==> config.mk <==
export PLATFORM = sky130hd
export DESIGN_NAME = wormhole_router_2d
export DESIGN_NICKNAME = d
export VERILOG_FILES = /design/src/rtl/wormhole_router_2d.sv
export SDC_FILE = /design/constraint.sdc
export NUM_CORES = 1
export LEC_CHECK = 0
export CAP_MARGIN = 20
export CELL_PAD_IN_SITES_DETAIL_PLACEMENT = 1
export CELL_PAD_IN_SITES_GLOBAL_PLACEMENT = 1
export CORE_MARGIN = 2
export CORE_UTILIZATION = 40
export CTS_CLUSTER_SIZE = 30
export DETAILED_ROUTE_END_ITERATION = 10
export GPL_ROUTABILITY_DRIVEN = 1
export PLACE_DENSITY = 0.84
export SYNTH_ARGS = -nofsm -noshare
export SYNTH_HDL_FRONTEND = slang
export SYNTH_SLANG_ARGS = --single-unit
export TNS_END_PERCENT = 5
==> constraint.sdc <==
create_clock -name clk_i -period 9.3 [get_ports clk_i]
set_input_delay 2.79 -clock clk_i [delete_from_list [all_inputs] [get_ports clk_i]]
set_output_delay 2.79 -clock clk_i [all_outputs]
set_load 0.05 [all_outputs]
==> src/rtl/wormhole_router_2d.sv <==
// wormhole_router_2d
// Single-node wormhole mesh router (1-D or 2-D). Routing is dimension-ordered (X then Y).
// Each output has its own round-robin arbiter. Links use valid/ready_and handshakes.
//
// Optional feature: define WORMHOLE_ROUTER_ROUTE_ERR_EN to add route_err_o. It is a sticky
// flag that is set when a header arriving on W/E/N/S leaves on the same direction (a U-turn).
//
// Ports (direction index P=0 W=1 E=2 N=3 S=4, flit d packed at [d*flit_width_p +: flit_width_p]):
//   clk_i        clock
//   reset_n_i    asynchronous active-low reset
//   my_cord_i    this node's {y,x}
//   v_i/data_i   inbound flits;  ready_and_o  inbound accept (input FIFO not full)
//   v_o/data_o   outbound flits; ready_and_i  downstream accept
//   route_err_o  sticky U-turn flag (only with WORMHOLE_ROUTER_ROUTE_ERR_EN)
//
// Output lock FSM (one per output):
//   state   | meaning
//   lk_idle | free; arbitrates among headers routed here
//   lk_hdr  | owner granted, but its header is still waiting for ready_and_i
//   lk_body | header sent; rem_q payload flits still to forward from owner
module wormhole_router_2d #(
   parameter int flit_width_p = 32,
   parameter int dims_p       = 2,
   parameter int x_width_p    = 4,
   parameter int y_width_p    = 4,
   parameter int len_width_p  = 4,
   localparam int dirs_p       = 2*dims_p + 1,
   localparam int cord_width_p = (dims_p == 2) ? x_width_p + y_width_p : x_width_p
) (
   input  logic                           clk_i,
   input  logic                           reset_n_i,
   input  logic [cord_width_p-1:0]        my_cord_i,
   input  logic [dirs_p-1:0]              v_i,
   input  logic [dirs_p*flit_width_p-1:0] data_i,
   output logic [dirs_p-1:0]              ready_and_o,
   output logic [dirs_p-1:0]              v_o,
   output logic [dirs_p*flit_width_p-1:0] data_o,
   input  logic [dirs_p-1:0]              ready_and_i
`ifdef WORMHOLE_ROUTER_ROUTE_ERR_EN
   ,
   output logic                           route_err_o
`endif
);

   localparam int dir_w = $clog2(dirs_p);
   localparam int ext_w = x_width_p + y_width_p;
   localparam logic [len_width_p-1:0] len_one = len_width_p'(1);

   typedef enum logic [1:0] {lk_idle, lk_hdr, lk_body} lock_e;

   logic [flit_width_p-1:0] mem [dirs_p][2];
   logic [1:0]              cnt_q [dirs_p];
   logic                    wr_ptr_q [dirs_p];
   logic                    rd_ptr_q [dirs_p];
   logic [flit_width_p-1:0] head [dirs_p];
   logic [dirs_p-1:0]       nonempty, enq, deq, claimed;
   logic [dir_w-1:0]        route_dir [dirs_p];
   logic [ext_w-1:0]        my_cord_ext;

   lock_e                   state_q [dirs_p], state_n [dirs_p];
   logic [dir_w-1:0]        owner_q [dirs_p], owner_n [dirs_p];
   logic [len_width_p-1:0]  rem_q [dirs_p], rem_n [dirs_p];
   logic [dir_w-1:0]        rr_q [dirs_p], rr_n [dirs_p];
   logic [dir_w-1:0]        src [dirs_p];
   logic [dirs_p-1:0]       xfer, hdr_xfer;

   // input FIFOs: ready depends only on registered occupancy, and is held low during reset
   always_comb begin
      for (int d = 0; d < dirs_p; d++) begin
         head[d]        = mem[d][rd_ptr_q[d]];
         nonempty[d]    = (cnt_q[d] != 2'd0);
         ready_and_o[d] = reset_n_i && (cnt_q[d] != 2'd2);
         enq[d]         = v_i[d] && ready_and_o[d];
      end
   end

   always_ff @(posedge clk_i) begin
      for (int d = 0; d < dirs_p; d++)
         if (enq[d]) mem[d][wr_ptr_q[d]] <= data_i[d*flit_width_p +: flit_width_p];
   end

   always_ff @(posedge clk_i or negedge reset_n_i) begin
      if (!reset_n_i) begin
         for (int d = 0; d < dirs_p; d++) begin
            cnt_q[d]    <= 2'd0;
            wr_ptr_q[d] <= 1'b0;
            rd_ptr_q[d] <= 1'b0;
         end
      end else begin
         for (int d = 0; d < dirs_p; d++) begin
            if (enq[d]) wr_ptr_q[d] <= ~wr_ptr_q[d];
            if (deq[d]) rd_ptr_q[d] <= ~rd_ptr_q[d];
            cnt_q[d] <= cnt_q[d] + {1'b0, enq[d]} - {1'b0, deq[d]};
         end
      end
   end

   // route of each FIFO head; it is meaningful only while that head is a header
   always_comb begin
      my_cord_ext = ext_w'(my_cord_i);
      for (int d = 0; d < dirs_p; d++) begin
         route_dir[d] = '0;
         if (head[d][x_width_p-1:0] < my_cord_ext[x_width_p-1:0])
            route_dir[d] = dir_w'(1);
         else if (head[d][x_width_p-1:0] > my_cord_ext[x_width_p-1:0])
            route_dir[d] = dir_w'(2);
         else if (dims_p == 2) begin
            if (head[d][x_width_p +: y_width_p] < my_cord_ext[x_width_p +: y_width_p])
               route_dir[d] = dir_w'(3);
            else if (head[d][x_width_p +: y_width_p] > my_cord_ext[x_width_p +: y_width_p])
               route_dir[d] = dir_w'(4);
         end
      end
   end

   // An input owned by an output is mid-packet, so its head is not a header
   always_comb begin
      claimed = '0;
      for (int o = 0; o < dirs_p; o++)
         if (state_q[o] != lk_idle) claimed[owner_q[o]] = 1'b1;
   end

   always_comb begin
      logic                   gnt_v;
      logic [dir_w-1:0]       gnt_idx;
      logic [len_width_p-1:0] hdr_len;
      int                     idx;
      v_o      = '0;
      data_o   = '0;
      xfer     = '0;
      hdr_xfer = '0;
      deq      = '0;
      for (int o = 0; o < dirs_p; o++) begin
         state_n[o] = state_q[o];
         owner_n[o] = owner_q[o];
         rem_n[o]   = rem_q[o];
         rr_n[o]    = rr_q[o];
         gnt_v      = 1'b0;
         gnt_idx    = '0;
         // search begins just after the last grantee
         for (int k = 1; k <= dirs_p; k++) begin
            idx = int'(rr_q[o]) + k;
            if (idx >= dirs_p) idx = idx - dirs_p;
            if (!gnt_v && nonempty[idx] && !claimed[idx] && route_dir[idx] == dir_w'(o)) begin
               gnt_v   = 1'b1;
               gnt_idx = dir_w'(idx);
            end
         end
         if (state_q[o] == lk_idle) begin
            src[o] = gnt_idx;
            v_o[o] = gnt_v;
         end else begin
            src[o] = owner_q[o];
            v_o[o] = nonempty[owner_q[o]];
         end
         if (v_o[o]) data_o[o*flit_width_p +: flit_width_p] = head[src[o]];
         xfer[o]     = v_o[o] && ready_and_i[o];
         hdr_xfer[o] = xfer[o] && (state_q[o] != lk_body);
         if (xfer[o]) deq[src[o]] = 1'b1;
         hdr_len = head[src[o]][cord_width_p +: len_width_p];
         case (state_q[o])
            lk_idle: begin
               if (gnt_v) begin
                  owner_n[o] = gnt_idx;
                  // a grant waiting on backpressure is held so v_o/data_o stay stable
                  if (!ready_and_i[o]) state_n[o] = lk_hdr;
                  else if (hdr_len != '0) begin
                     state_n[o] = lk_body;
                     rem_n[o]   = hdr_len;
                  end
               end
            end
            lk_hdr: begin
               if (xfer[o]) begin
                  state_n[o] = (hdr_len != '0) ? lk_body : lk_idle;
                  rem_n[o]   = hdr_len;
               end
            end
            lk_body: begin
               if (xfer[o]) begin
                  rem_n[o] = rem_q[o] - len_one;
                  if (rem_q[o] == len_one) state_n[o] = lk_idle;
               end
            end
            default: state_n[o] = lk_idle;
         endcase
         if (hdr_xfer[o]) rr_n[o] = src[o];
      end
   end

   always_ff @(posedge clk_i or negedge reset_n_i) begin
      if (!reset_n_i) begin
         for (int o = 0; o < dirs_p; o++) begin
            state_q[o] <= lk_idle;
            owner_q[o] <= '0;
            rem_q[o]   <= '0;
            rr_q[o]    <= '0;
         end
      end else begin
         for (int o = 0; o < dirs_p; o++) begin
            state_q[o] <= state_n[o];
            owner_q[o] <= owner_n[o];
            rem_q[o]   <= rem_n[o];
            rr_q[o]    <= rr_n[o];
         end
      end
   end

`ifdef WORMHOLE_ROUTER_ROUTE_ERR_EN
   always_ff @(posedge clk_i or negedge reset_n_i) begin
      if (!reset_n_i) route_err_o <= 1'b0;
      else begin
         for (int o = 1; o < dirs_p; o++)
            if (hdr_xfer[o] && src[o] == dir_w'(o)) route_err_o <= 1'b1;
      end
   end
`endif

endmodule

==> results of run 1 <==
[through the flow]
step                      area, µm²  setup TNS, ps  util, %  hold WS [ps]  setup slack [ps]
after detailed placement      42000        -143390     55.2           502             -1090
after CTS                     46000         -32360     60.4           516              -371
after global placement        41900        -134970     55.1           468             -1100
after floorplan               32100         -26250        -           450              -233
[per-layer routing]
layer | overflow | global-route usage (%)
met1 | 0 | 60.0
met4 | 4 | 58.9
met3 | 0 | 44.1
met5 | 0 | 22.0
met2 | 1 | 77.8
[Yosys cell counts (10+ instances only)]
master / instances / area [µm²]
o221ai_1: 31 / 272
a211oi_1: 45 / 338
nand3_1: 60 / 300
edfxtp_1: 320 / 9610
nand3b_1: 16 / 120
and3_1: 21 / 131
a211o_1: 11 / 96.3
o22ai_1: 82 / 513
buf_2: 29 / 145
nor2b_1: 33 / 206
inv_1: 110 / 413
ha_1: 118 / 1480
or3_1: 18 / 113
o21a_1: 18 / 135
nor3_1: 101 / 505
clkbuf_1: 170 / 638
mux2i_1: 297 / 2970
a21oi_1: 374 / 1870
o31ai_1: 29 / 218
a32oi_1: 27 / 236
xor2_1: 13 / 114
o211ai_1: 44 / 330
or2_2: 12 / 75.1
mux2_2: 59 / 664
xnor2_1: 30 / 263
a21boi_0: 10 / 75.1
dfrtp_1: 80 / 2000
a21o_1: 26 / 195
o21ai_0: 169 / 846
nor2_1: 349 / 1310
nand2b_1: 30 / 188
and2_1: 12 / 75.1
nand4_1: 37 / 231
a31oi_1: 35 / 219
a22o_1: 12 / 105
buf_1: 30 / 113
nand2_1: 316 / 1190
a22oi_1: 27 / 203
nor4_1: 39 / 244
[logic make-up after synthesis]
| kind of cell | after synthesis |
|---|---|
| mux | 366 |
| fa+ha+maj | 118 |
| buf+inv | 345 |
| simple gates | 1105 |
| compound gates | 1079 |
| flops | 400 |
| xor+xnor | 43 |
[what timing repair did]
item / CTS
setup endpoints to repair: 165
gates resized for setup: 398
cloned: 13
pin swaps: 116
setup buffers: 65
==> metrics.md, run 1 <==
| Metric | Value |
|---|---|
| Mean Syn Cell Area | around 9 µm² |
| Die span in x | 282 µm |
| Compound-cell area share of the yosys netlist | a little under a quarter |
| Port Buf Inserts | between 300 and 400 |
| Hold buffers post-CTS | 0 |
| Synthesized flop and latch total | 400 |
| Syn nets | between 3000 and 4000 |
| Stopped at | global routing (5_1_grt) |
| Ys async rst share | 20.0% |
| Initial core utilization | 40.5% |
| Simple-gate area share of the yosys netlist | between 10% and 20% |
| # IOs | between 300 and 400 |
| Clock buffer depth | 3 |
| Inserted Clock Buffers | 43 |
| GRT Residual Overflow | 5 |
| Error message | [ERROR GRT-0232] Routing congestion too high. Check the congestion heatmap in the GUI. |
| Post-synth EDFFs | 320 |
| Clock H-tree levels | 2 |
| Status | did not finish |
| Dpl hpwl | about 130000 µm |
| Largest net degree at the start of global routing | 39 |
| Root buf cell | clkbuf_16 |
| Post-Place Cells | 5135 |
| Count of different cell masters after synthesis | approximately 110 |
| Cell Area, Synth | ~31000 µm² |
| Ys Warns | 0 |
| Die Ht | between 200 and 300 µm |
| Cells after synthesis | 3456 |
| GP Congestion | between 1 and 1.5 |
| Global Route Usage Sum | between 60% and 70% |
| Rows | 101 |
| Ys flop type | edfxtp_1 |
| Post-Synth Adder-Cell Area | roughly 4.8% |
| Clk sink count | 400 |
| Seq/Total Area, Yosys | 37.7% |
| Mux contribution to synthesized area | between 10% and 20% |
| Largest family of logic cells by synthesized area | compound AO/OA/AOI/OAI gates |
| Post-synthesis xor/xnor area fraction | between 1 and 1.5% |
==> inputs of run 2 (changes only) <==
==> config.mk (replaced) <==
export PLATFORM = sky130hd
export DESIGN_NAME = wormhole_router_2d
export DESIGN_NICKNAME = d
export VERILOG_FILES = /design/src/rtl/wormhole_router_2d.sv
export SDC_FILE = /design/constraint.sdc
export NUM_CORES = 1
export LEC_CHECK = 0
export CAP_MARGIN = 20
export CORE_MARGIN = 2
export CORE_UTILIZATION = 25
export DETAILED_ROUTE_END_ITERATION = 10
export GPL_ROUTABILITY_DRIVEN = 1
export PLACE_DENSITY_LB_ADDON = 0.15
export SYNTH_ARGS = -nofsm -noshare
export SYNTH_HDL_FRONTEND = slang
export SYNTH_SLANG_ARGS = --single-unit
export TNS_END_PERCENT = 5
==> constraint.sdc (replaced) <==
create_clock -name clk_i -period 12.1 [get_ports clk_i]
set_input_delay 3.63 -clock clk_i [delete_from_list [all_inputs] [get_ports clk_i]]
set_output_delay 3.63 -clock clk_i [all_outputs]
set_load 0.05 [all_outputs]
==> metrics.md, run 2 <==
| Metric | Value |
|---|---|
| Crit path cell chain | clkdlybuf4s50_1 > inv_1 > ha_1 > buf_4 > nand4_1 > a2111oi_4 > buf_4 > mux2i_1 > o221ai_2 > a31o_2 > a31o_2 > a21oi_1 > buf_4 > o31ai_4 > buf_4 > buf_12 > buf_16 > nor2_1 > a21oi_1 > o221ai_1 > nor2_1 > buf_4 > buf_12 |
| Dominant cell type by area after synthesis | edfxtp_1 |
| Initial DRC Count | between 3000 and 4000 |
| Dpl hpwl | 129000 µm |
| Max Clock Freq | between 80 and 90 MHz |
| Min-delay src | rem_q[1]$_DFFE_PN0P_ |
| Mean Syn Cell Area | between 8 and 9 µm² |
| Synth top cells by count | a21oi_1 (374), nor2_1 (349), edfxtp_1 (320) |
| Fill count | between 10000 and 15000 |
| R2R depth | 27 |
| Most common cell after layout, fill and taps aside | buf_4 |
| Worst-path clk slew | around 60 ps |
| Global Route Usage Sum | between 20% and 30% |
| Root buf cell | clkbuf_16 |
| Initial core utilization | about a quarter |
| Critical path buffer and inverter count | 10 |
| Synth top area cells | edfxtp_1 (31%), mux2i_1 (9.6%), dfrtp_1 (6.5%) |
| GRT Residual Overflow | 0 |
| Failing checks | negative setup slack |
| Synthesized flop and latch total | 400 |
| Max-cap check violation count | 0 |
| Final setup fails | 3 |
| Via density per instance | 5.44 |
| First-pass GRT wire length | 230000 µm |
| Count of different cell masters after synthesis | 108 |
| Die ar. | roughly 130000 µm² |
| Largest net degree at the start of global routing | 41 |
| Endpoint class of the critical path | output port |
| WHS Endpoint | rem_q[1]$_DFFE_PN0P_ |
| Cells after synthesis | between 3000 and 4000 |
| Seq/Total Area, Yosys | approximately 38% |
| Most frequent cell after synthesis | a21oi_1 |
| Clk_lat worst skew | approximately 640 ps |
| R2r endpoint | cnt_q[7]$_DFF_PN0_ |
| Hold violation count in the final report | 0 |
| Reg area | approximately 12000 µm² |
| Share of the synthesized area in the top cell type | 31.2% |
| CP arrival | between 8000 and 9000 ps |
| Layout Nets | about 4500 |
| Clk sink count | 400 |
| Clock H-tree levels | 2 |
| PnR worst setup slack | -75.5 ps |
| GP Congestion | approximately 1.0 |
| CTS tree | done |
| Worst clock skew | around 25 ps |
| Crit-path most repeated cell | buf_4 |
| FF-to-FF setup slack | roughly 4500 ps |
| Core area | roughly 120000 µm² |
| Crit-path slowest cell | clkdlybuf4s50_1 |
| Post-synth EDFFs | 320 |
| Residual DRC count | 0 |
| Port Buf Inserts | ~350 |
| Clock buffer depth | 3 |
| Syn nets | between 3000 and 4000 |
| Final worst path period need | 12180 ps |
| Status | finished, violations left |
| Worst Path Required | around 8500 ps |
| Hold Path Stages | 2 |
| Worst-path maximum fanout | 35 |
| Routed Antenna Nets | 0 |
| Slew @ Worst Pin | between 1000 and 1500 ps |
| Area growth from synthesis to layout | 43.1% |
| Cell Area, Synth | 30800 µm² |
| Ys Warns | 0 |
| RR Startpoint | rd_ptr_q[1]$_DFFE_PN0P_ |
| # IOs | 350 |
| Final Routed Wirelength | between 150000 and 200000 µm |
| Inserted Clock Buffers | between 40 and 50 |
| Die Ht | ~360 µm |
| Drt pass-1 iters | 6 |
| Ys async rst share | between 20% and 30% |
| Multi-input gate area | approximately 19000 µm² |
| Max-slew headroom | between 15 and 20% |
| Ys flop type | edfxtp_1 |
| Hold buffers post-CTS | 0 |
| Crit path max-delay family | buffers and inverters |
| Layout cells sized above 1 | 24.1% |
| Rows | around 130 |
| Period utilisation layout | 101% |
| Crit path largest cell delay | 460 ps |
| Crit Path Class | primary input to output port |
| Die span in x | approximately 360 µm |
| Wire length per cell | between 20 and 30 µm |
| RSZ-0062 raised after global routing | true |
| Routed vias | between 30000 and 40000 |
| Most frequent cells in the layout | buf_4 (479), a21oi_1 (366), nor2_1 (329), edfxtp_1 (320), nand2_1 (315) |
| Final Slew Violations | 0 |
| Final core utilization | between 30 and 40% |
| Initial antenna violation count | 7 |
| Min-delay worst type | flip-flop to flip-flop |
| Number of global-route vias before repair | slightly above 30000 |
| Max reg flops | 320 |
| Worst setup SP type | primary input |
==> run 2: cell counts after synthesis <==
No cell type changed its count.
==> run 2: cell type report <==
type,count,share of cell area (%)
Antenna cell,1,0.00567
Clock inverter,32,0.882
Sequential cell,400,26.3
Timing Repair Buffer,880,22.3
Clock buffer,57,2.82
Multi-Input combinational cell,2711,42.1
Inverter,114,0.987
Tap cell,1625,4.61
==> run 2: routing by layer <==
metal / global-route usage, % / routed length (µm) / up-vias
met5: 0 / 56 / -
met4: 11.9 / 9130 / 10
met3: 4.64 / 10500 / 380
met2: 43.5 / 79600 / 1305
met1: 30.2 / 65500 / 15488
li1: - / - / 14505
==> run 2: repair_timing <==
item | CTS | global route
pin swaps | 4 | 18
setup buffers | 1 | 15
gates resized for setup | 31 | 84
gates cloned | 0 | 4
setup endpoints to repair | 94 | 152
==> run 2: tightest hold or removal path, stage by stage, from the launching register on <==
cell and delay (ps):
dfrtp_1 340, nand2_1 50, o21ai_0 60
==> run 2: logic make-up (layout without fill, tap and decap cells) <==
kind of cell	count (synthesis)	count (layout)	synth area share [%]
buffers and inverters	345	1083	4.35
AND/OR/NAND/NOR	1105	1105	16.9
other	0	1	0
flip-flops	400	400	37.7
adder cells (fa/ha/maj)	118	118	4.79
AO/OA/AOI/OAI	1079	1079	22.6
multiplexers	366	366	12.5
XOR/XNOR	43	43	1.22
==> run 2: how the worst max path moves through the flow <==
stage / start / end / slack [ps] / depth (start not counted)
3_3_place_gp: my_cord_i[5] / data_o[31] / -410 / 20
6_report: my_cord_i[2] / data_o[3] / -80 / 23
5_1_grt: my_cord_i[7] / data_o[102] / -210 / 21
2_1_floorplan: my_cord_i[3] / data_o[115] / -180 / 17
4_1_cts: my_cord_i[1] / data_o[6] / -80 / 19
3_5_place_dp: my_cord_i[5] / data_o[0] / -450 / 22
==> run 2: metrics by stage <==
| stage | setup TNS, ps | cell area, µm² | cells | worst slack, ps | hold WS, ps |
|---|---|---|---|---|---|
| 3_5_place_dp | -16360 | 41700 | 5709 | -451 | 477 |
| 4_1_cts | -158 | 43500 | 5799 | -75.2 | 490 |
| 5_1_grt | -8680 | 44100 | 5819 | -214 | 511 |
| 2_1_floorplan | -2570 | 30800 | 3456 | -184 | 450 |
| 6_report | -140 | 44100 | 5820 | -75.5 | 487 |
| 3_3_place_gp | -15440 | 41700 | 5706 | -406 | 470 |
Power of run 2 is left out: the tool's default activity adds up to more than one toggle a clock period on the data nets, which glitch-free logic cannot reach.
